### src/rtl/ddr_deser.sv
// ddr_deser: double-data-rate input deserializer.
// Captures din on both clk edges and pairs each rising sample with the next
// falling sample. PAIRS consecutive pairs are packed into one word, which is
// delivered on a valid/ready handshake in the rising-edge domain.
// Optional feature: define DDR_DESER_BITSLIP_EN to add the slip_i port, which
// drops one pair per asserted cycle to shift word framing.
module ddr_deser #(
  parameter int DATA_WIDTH = 1,
  parameter int PAIRS      = 4
) (
  input  logic                              clk,
  input  logic                              rst_n,
  input  logic [DATA_WIDTH-1:0]             din,
  input  logic                              en,
`ifdef DDR_DESER_BITSLIP_EN
  input  logic                              slip_i,
`endif
  output logic [2*PAIRS*DATA_WIDTH-1:0]     word_o,
  output logic                              valid_o,
  input  logic                              ready_i,
  output logic                              overflow_o
);

  localparam int PAIR_W = 2 * DATA_WIDTH;
  localparam int WORD_W = PAIRS * PAIR_W;
  localparam int CNT_W  = (PAIRS > 1) ? $clog2(PAIRS) : 1;
  localparam logic [CNT_W-1:0] LAST = CNT_W'(PAIRS - 1);

  logic [DATA_WIDTH-1:0] r_p0;
  logic [DATA_WIDTH-1:0] f_p0;
  logic                  en_p0;
  logic [CNT_W-1:0]      cnt;
  logic [WORD_W-1:0]     acc;
  logic [PAIR_W-1:0]     pair;
  logic                  slip;
  logic                  take;
  logic                  done;

  // Drop a pair into its slot of a word; slot 0 is the first-received pair.
  function automatic logic [WORD_W-1:0] place(input logic [WORD_W-1:0] base,
                                              input logic [PAIR_W-1:0] p,
                                              input logic [CNT_W-1:0]  idx);
    logic [WORD_W-1:0] w;
    w = base;
    w[int'(idx)*PAIR_W +: PAIR_W] = p;
    return w;
  endfunction

`ifdef DDR_DESER_BITSLIP_EN
  assign slip = slip_i;
`else
  assign slip = 1'b0;
`endif

  // Rising sample in the low half, falling sample half a cycle later on top.
  assign pair = {f_p0, r_p0};

  // A pair counts only if en was high both when its rising sample was taken
  // and now, so framing restarts on the first pair sampled after en rises.
  assign take = en && en_p0 && !slip;
  assign done = take && (cnt == LAST);

  // Falling-edge capture register.
  always_ff @(negedge clk) begin
    if (!rst_n) f_p0 <= '0;
    else        f_p0 <= din;
  end

  // Stage p0 -> word: rising-edge capture, pair framing and output handshake.
  always_ff @(posedge clk) begin
    if (!rst_n) begin
      r_p0       <= '0;
      en_p0      <= 1'b0;
      cnt        <= '0;
      acc        <= '0;
      word_o     <= '0;
      valid_o    <= 1'b0;
      overflow_o <= 1'b0;
    end else begin
      r_p0  <= din;
      en_p0 <= en;

      if (!en) begin
        cnt <= '0;
      end else if (take) begin
        cnt <= (cnt == LAST) ? '0 : cnt + 1'b1;
        acc <= place(acc, pair, cnt);
      end

      if (done && (!valid_o || ready_i)) begin
        word_o  <= place(acc, pair, cnt);
        valid_o <= 1'b1;
      end else begin
        if (done)               overflow_o <= 1'b1;
        if (valid_o && ready_i) valid_o    <= 1'b0;
      end
    end
  end

endmodule

### config.mk
export PLATFORM = sky130hd
export DESIGN_NAME = ddr_deser
export DESIGN_NICKNAME = d
export VERILOG_FILES = /design/src/rtl/ddr_deser.sv
export SDC_FILE = /design/constraint.sdc
export NUM_CORES = 1
export LEC_CHECK = 0
export BUFFER_PORTS_ARGS = -buffer_cell sky130_fd_sc_hd__buf_2
export CORE_MARGIN = 3
export CORE_UTILIZATION = 55
export DETAILED_ROUTE_END_ITERATION = 10
export HOLD_SLACK_MARGIN = 0.12
export PLACE_DENSITY = 0.77
export RECOVER_POWER = 100
export SLEW_MARGIN = 20
export SYNTH_ARGS = -nofsm -noshare
export SYNTH_HDL_FRONTEND = slang
export SYNTH_SLANG_ARGS = --single-unit
### constraint.sdc
create_clock -name clk -period 1.8 [get_ports clk]
set_input_delay 0 -clock clk [delete_from_list [all_inputs] [get_ports clk]]
set_output_delay 0 -clock clk [all_outputs]
set_load 0.05 [all_outputs]
== After elaboration in Yosys (flattened, before gate mapping) ==
Index checks and enable logic that the tools add are counted.

* Register bits after elaboration: 23
* Input port bits: 5
* Output and inout bits: 10
* Logic and storage cells: 29

* $add $sub $neg: 2
* Eq/ne operators: 1
* Shift-type cells: 2
* Multiplexer cells: 5
* Bitwise logic cells: 1
* Reduce and logical (&&, ||, !) cells: 10

{| class="wikitable"
|+ Operators with widths
! operator !! count
|-
| negation 3 -> 33 bit || 1
|-
| variable shift 2 x 33 -> 8 bit, first input constant || 1
|-
| variable part select 2 x 33 -> 8 bit || 1
|-
| bitwise mux 8 bit || 1
|-
| AND reduction 2 bit || 3
|-
| logical AND 1 bit || 4
|-
| 2-to-1 mux 1 bit || 3
|-
| adder 2 x 1 -> 2 bit, second input constant || 1
|-
| equality test 2 bit, second input constant || 1
|-
| 2-to-1 mux 2 bit || 1
|-
| nonzero test 2 bit || 1
|-
| zero test 1 bit || 1
|-
| logical OR 1 bit || 1
|-
| NOT 1 bit || 1
|}

== Longest topological paths before layout ==
Gate-level depths: netlist of run 1.

* Depth in word-level cells: 5
* Depth in mapped cells: 6
* Gate-level depth less buffers: 5

==> impl_results.md, run 1 <==
* Routed wire length at 2250 µm
* Root buffer cell: clkbuf_4
* Worst slew margin at 59.7%
* GP Congestion at 0.778
* Final net count at 150
* Postcts setup bufs at 0
* Yosys reg bits at 23
* Rows at 15
* Internal Power at 624 µW
* Vias in the first global route at 844
* CTS max path bufs at 2
* Initial Utilization at 60.8%
* Clock power share at 29.8%
* Synth Area per Inst at 9.46 µm²
* First-pass GRT wire length at 3810 µm
* CP Max Fanout at 3
* Die Area at 2590 µm²
* Sw Ratio at 24.0%
* Post-synthesis instance area at 1110 µm²
* Setup TNS at -640 ps
* Worst path slowest cell: or3b_4
* I/O Buffers at 14
* Hold slack at 129 ps
* Clock latency on the worst-skew pair at 360 ps
* Register area share after synthesis at 41.6%
* Routed vias at 938
* Final setup skew at 58.0 ps
* Grt ovf at 0
* Hold Fails Final Rpt at 0
* Clk sinks at 23
* CP Cell Sequence: or3b_4 > o211ai_2 > o221a_1
* Initial antenna violation count at 0
* MaxCap Viol Count at 0
* Gr usage total at 19.2%
* Worst Max-Slew Pin Slew at 607 ps
* Fin. max-slew vios at 0
* CP required at 2060 ps
* Area grow syn2layout at 13.1%
* Routed length per instance at 13.8 µm
* Routed Antenna Nets at 0
* TritonCTS buffer count at 3
* Violated checks: setup timing
* Syn_nets at 128
* DP HPWL at 1670 µm
* Layout fillers at 170
* NetSw at 197 µW
* Outcome: complete, but fails checks
* # DRC at 0
* Post-Synthesis Cells at 117
* CTS HTree Levels at 1
* Die span in y at 50.9 µm
* Final setup violation count at 3
* Number of diodes at 0
* Worst vdd ir at 0.501 mV
* # IOs at 15
* Flop pwr share at 63.2%
* First-pass iteration count of the detailed router at 4
* Crit path arrival time at 2300 ps
* Yosys warns at 0
* Hold WC Path Type: in2reg
* Setup ws final at -239 ps
* CTS clk-pin slew, worst paths at 130 ps
* Core Box Area at 1820 µm²
* Cts repair resizes at 0
* Slowest cell delay on critical path at 400 ps
* PD cells at 655 nW/µm²
* Combinational fraction of design power at 7.1%
* Pleak at 0.462 nW
* Power after layout at 821 µW
* Unique masters post-synth at 26
* Vias per cell at 5.75
* Crit path kind: reg2reg
* RSZ-0062 raised after global routing: true
* Critical path startpoint category: register
* CTS tree: built
* Largest net degree at the start of global routing at 17
* Drt initial violations at 20
* Setup crit end kind: register
* DP Worst Slack at -191 ps
* Layout cells sized above 1 at 14.5%
* Die width at 50.9 µm
==> kinds of logic (layout without fill, tap and decap cells) <==
family	count (synthesis)	after routing	synth area share [%]
AND/OR/NAND/NOR	48	48	25.1
AO/OA/AOI/OAI	26	26	19.2
multiplexers	2	2	1.81
adder cells (fa/ha/maj)	6	6	6.78
flip-flops	23	23	41.6
buffers and inverters	12	33	5.54
==> cell usage after synthesis (all sizes together) <==
cell type	instances	share of area, %
nand2	9	3.1
o21a	1	0.68
a211oi	2	1.4
nand3b	2	1.4
o211ai	4	4.5
or3b	2	2.0
a21oi	7	3.2
and2	2	1.1
dfxtp	23	42
inv	5	1.7
o22ai	6	3.4
o221a	6	6.1
nand2b	3	1.7
nand4	5	2.8
and4bb	1	1.1
and2b	2	1.6
mux2i	2	1.8
buf	3	2.5
clkbuf	4	1.4
and3	4	2.3
ha	6	6.8
nand3	5	2.3
or2	2	1.1
nor2b	4	2.3
nor2	7	2.4
==> cell type report <==
| cell class | count | area (µm²) | area share, % |
|---|---|---|---|
| multi-input cells | 82 | 578 | 46.2 |
| well taps | 25 | 31.3 | 2.50 |
| inverters | 4 | 15.0 | 1.20 |
| clock buffers | 3 | 22.5 | 1.80 |
| clock inverters | 2 | 8.76 | 0.699 |
| flip-flops and latches | 23 | 462 | 36.9 |
| repair buffers | 24 | 135 | 10.8 |
==> metrics by stage <==
step | instance area, µm² | instances | util (%)
3_3_place_gp | 1220 | 156 | 67.0
2_1_floorplan | 1110 | 117 | -
3_5_place_dp | 1220 | 156 | 67.0
6_report | 1250 | 163 | 68.8
5_1_grt | 1250 | 163 | 68.8
4_1_cts | 1280 | 163 | 70.2
==> registers in the layout, summed over array words and instances, names as in the netlist <==
register	flops
en_p0	1
cnt	2
f_p0	1
overflow_o	1
r_p0	1
word_o	8
valid_o	1
acc	8
==> layer usage <==
metal | global-route usage [%] | routed length, µm | vias up
li1 | - | - | 464
met1 | 24.7 | 1040 | 452
met2 | 32.2 | 1100 | 18
met3 | 2.62 | 71 | 4
met4 | 8.07 | 38 | 0
met5 | 0 | 0 | -
==> worst paths after layout <==
kind | depth (start not counted) | slack (ps) | start | endpoint
setup reg to reg | 3 | -240 | f_p0 | word_o[3]
hold reg to reg | 2 | 470 | acc[0] | acc[0]
hold / removal | 3 | 130 | rst_n | overflow_o
setup / recovery | 3 | -240 | f_p0 | word_o[3]
==> power groups by stage <==
stage                     Clock [mW]  Sequential [mW]  Combinational [mW]
after floorplan              0.00695            0.530              0.0335
after global placement       0.00695            0.529              0.0520
after detailed placement     0.00695            0.530              0.0535
after CTS                      0.249            0.518              0.0589
after global routing           0.269            0.520              0.0638
final                          0.244            0.518              0.0582
==> timing repair <==
item | in CTS | in global routing
setup endpoints to repair | 3 | 5
hold endpoints to repair | 7 | 0
hold buffers | 3 | 0
pin swaps | 0 | 1
==> worst max-delay path, delay by kind of cell (launching register included) <==
kind / cells / cell delay (ps)
compound gates: 2 / 330
simple gates: 1 / 400
flops: 1 / 310
==> cell usage in the layout (no fill, tap or decap), types with 2 or more instances in the layout <==
master / netlist / routed
inv_1: 5 / 5
buf_2: 1 / 3
o22ai_1: 6 / 6
o211ai_2: 4 / 3
and2b_2: 2 / 2
clkbuf_4: 0 / 3
clkbuf_1: 4 / 12
a21oi_1: 7 / 7
nand3b_1: 2 / 2
dfxtp_1: 23 / 22
a211oi_1: 2 / 2
nand3_1: 5 / 5
nand2_1: 9 / 9
o221a_1: 6 / 6
mux2i_1: 2 / 2
nand2b_1: 3 / 3
nor2_1: 7 / 7
ha_1: 6 / 6
nor2b_1: 4 / 4
and3_1: 4 / 4
dlygate4sd3_1: 0 / 3
nand4_1: 5 / 5
buf_4: 0 / 6
Note: power is estimated with default switching activity, not from simulation.
==> inputs of run 2 (changes only) <==
Settings changed: GPL_ROUTABILITY_DRIVEN set to 1, PLACE_DENSITY 0.77 to 0.84, TNS_END_PERCENT set to 30.
==> run 2 against run 1 <==
  * The run still ends with setup timing left
  * First-iteration DRC count up 15%
  * Via count up 4.1%
  * Sequential cell count unchanged
  * Critical path depth unchanged
  * Design area up 0.30%
  * Final cell count unchanged
  * Worst setup slack worse by 12 ps
  * Hold slack better by 5.9 ps
  * Sequential power about the same
  * Global-route usage up 0.38 points
==> impl_results.md, run 2 (synthesis results as in run 1) <==
* Setup ws final at -251 ps (-11.8 ps)
* Final setup skew at 55.2 ps (-2.83 ps)
* Crit path kind: reg2reg
* Power after layout at 821 µW (about the same)
* Layout fillers at 163 (-4.1%)
* CP Cell Sequence: or3b_4 > o211ai_2 > o221a_1
* Worst vdd ir at 0.364 mV (-27%)
* Sequential Area at 462 µm² (unchanged)
* Commonest non-fill, non-tap cells in the layout: 22 x dfxtp_1, 13 x clkbuf_1, 9 x nand2_1
* Die Area at 2590 µm² (unchanged)
* Top Family by Delay on Critical Path: simple AND/OR/NAND/NOR gates
* Area grow syn2layout at 13.4%
* Worst slew margin at 60.1% (+0.34 points)
* Multi-input gate area at 583 µm² (+0.87%)
* CTS clk-pin slew, worst paths at 130 ps (about the same)
* Reg2reg setup slack at -250 ps (about the same)
* Worst r2r src: f_p0
* Hold EP: overflow_o
* Vias per cell at 5.99 (+4.1%)
* Die width at 50.9 µm (unchanged)
* CP Max Fanout at 3 (unchanged)
* # DRC at 0 (unchanged)
* Largest net degree at the start of global routing at 17 (unchanged)
* Crit path arrival time at 2310 ps (about the same)
* Core Box Area at 1820 µm² (unchanged)
* Die span in y at 50.9 µm (unchanged)
* Slowest cell delay on critical path at 400 ps (about the same)
* Routed wire length at 2350 µm (+4.1%)
* GP Congestion at 0.811 (+4.2%)
* CTS HTree Levels at 1 (unchanged)
* CP required at 2060 ps (about the same)
* Commonest non-fill, non-tap cell in the layout: dfxtp_1
* PD cells at 653 nW/µm² (-0.35%)
* Routed length per instance at 14.4 µm (+4.1%)
* Initial Utilization at 60.8% (unchanged)
* First-pass GRT wire length at 3940 µm (+3.4%)
* Final setup violation count at 5 (+2)
* Clk sinks at 23 (unchanged)
* R2R Path End: word_o[5]
* Gr usage total at 19.6% (+0.38 points)
* Outcome: complete, but fails checks
* Top flop regs: acc: 8 flops, word_o: 8 flops, cnt: 2 flops
* Final net count at 150 (unchanged)
* Depth of the worst register-to-register path at 3 (unchanged)
* Root buffer cell: clkbuf_4
* Cts repair resizes at 0 (unchanged)
* Setup crit end kind: register
* Final Util at 69.0% (+0.21 points)
* Pleak at 0.464 nW (+0.31%)
* Layout cells sized above 1 at 14.5% (unchanged)
* Worst Max-Slew Pin Slew at 602 ps (-5.08 ps)
* Number of diodes at 0 (unchanged)
* Grt ovf at 0 (unchanged)
* Violated checks: setup timing
* Worst path slowest cell: or3b_4
* Hold path cells at 3 (unchanged)
* Hold path start: rst_n
* Hold Fails Final Rpt at 0 (unchanged)
* Rows at 15 (unchanged)
* Hold slack at 134 ps (+5.92 ps)
* First-pass iteration count of the detailed router at 4 (unchanged)
* Crit path buffers/inverters at 0 (unchanged)
* TritonCTS buffer count at 3 (unchanged)
* Initial antenna violation count at 0 (unchanged)
* Vias in the first global route at 893 (+5.8%)
* Design area at 1260 µm² (+0.30%)
* Setup TNS at -670 ps (-29.3 ps)
* DP HPWL at 1780 µm (+6.7%)
* I/O Buffers at 14 (unchanged)
* Fin. max-slew vios at 0 (unchanged)
* CTS tree: built
* RSZ-0062 raised after global routing: true
* Critical path startpoint category: register
* Clock latency on the worst-skew pair at 360 ps (about the same)
* Routed vias at 976 (+4.1%)
* DP Area at 1220 µm² (unchanged)
* # IOs at 15 (unchanged)
* Routed Antenna Nets at 0 (unchanged)
* Hold WC Path Type: in2reg
* CTS max path bufs at 2 (unchanged)
* Drt initial violations at 23 (+15%)
* MaxCap Viol Count at 0 (unchanged)
-- run 2: cell count changes in the layout (fill, tap and decap cells not counted) --
cell,change
clkinvlp_2,-1
o211ai_1,-1
o211ai_2,+1
or2_0,+1
or2_1,-1
clkbuf_1,+1
-- run 2: worst max path at each step --
| stage | startpoint | endpoint | slack (ps) | cells after the start |
|---|---|---|---|---|
| 2_1_floorplan | f_p0 | word_o[5] | -170 | 3 |
| 3_3_place_gp | f_p0 | word_o[5] | -160 | 3 |
| 3_5_place_dp | f_p0 | word_o[5] | -210 | 3 |
| 4_1_cts | f_p0 | word_o[5] | -260 | 3 |
| 5_1_grt | f_p0 | word_o[3] | -300 | 3 |
| 6_report | f_p0 | word_o[5] | -250 | 3 |
-- run 2: worst register-to-register path, cell delays in order (launching register included) --
cell and delay, ps:
dfxtp_2 320, or3b_4 400, o211ai_2 150, o221a_1 190
-- run 2: what timing repair did --
item	4_1_cts	5_1_grt
hold endpoints to repair	7	0
setup buffers	0	0
hold buffers	3	0
pin swaps	3	1
endpoints found under the setup margin	4	7
-- run 2: area by class of cell --
class	count	area share (%)
clock inverters	1	0.299
well taps	25	2.49
clock buffers	4	2.09
multi-input cells	82	46.4
flip-flops and latches	23	36.8
inverters	4	1.20
repair buffers	24	10.8
-- run 2: through the flow --
step	cells	worst slack, ps
final	163	-251
after floorplan	117	-165
after global placement	156	-159
after detailed placement	156	-205
after global routing	163	-296
after CTS	163	-260
-- run 2: metal layers --
layer	track usage, %	wire length [µm]
met5	0	0
met4	4.04	30
met3	3.50	156
met2	35.4	1150
met1	24.2	1010
-- run 2: power breakdown --
part,internal [mW],switching [mW],leakage (nW)
registers,0.515,0.00394,0.186
clock network,0.0892,0.155,0.0203
logic,0.0246,0.0333,0.257
total,0.629,0.192,0.464
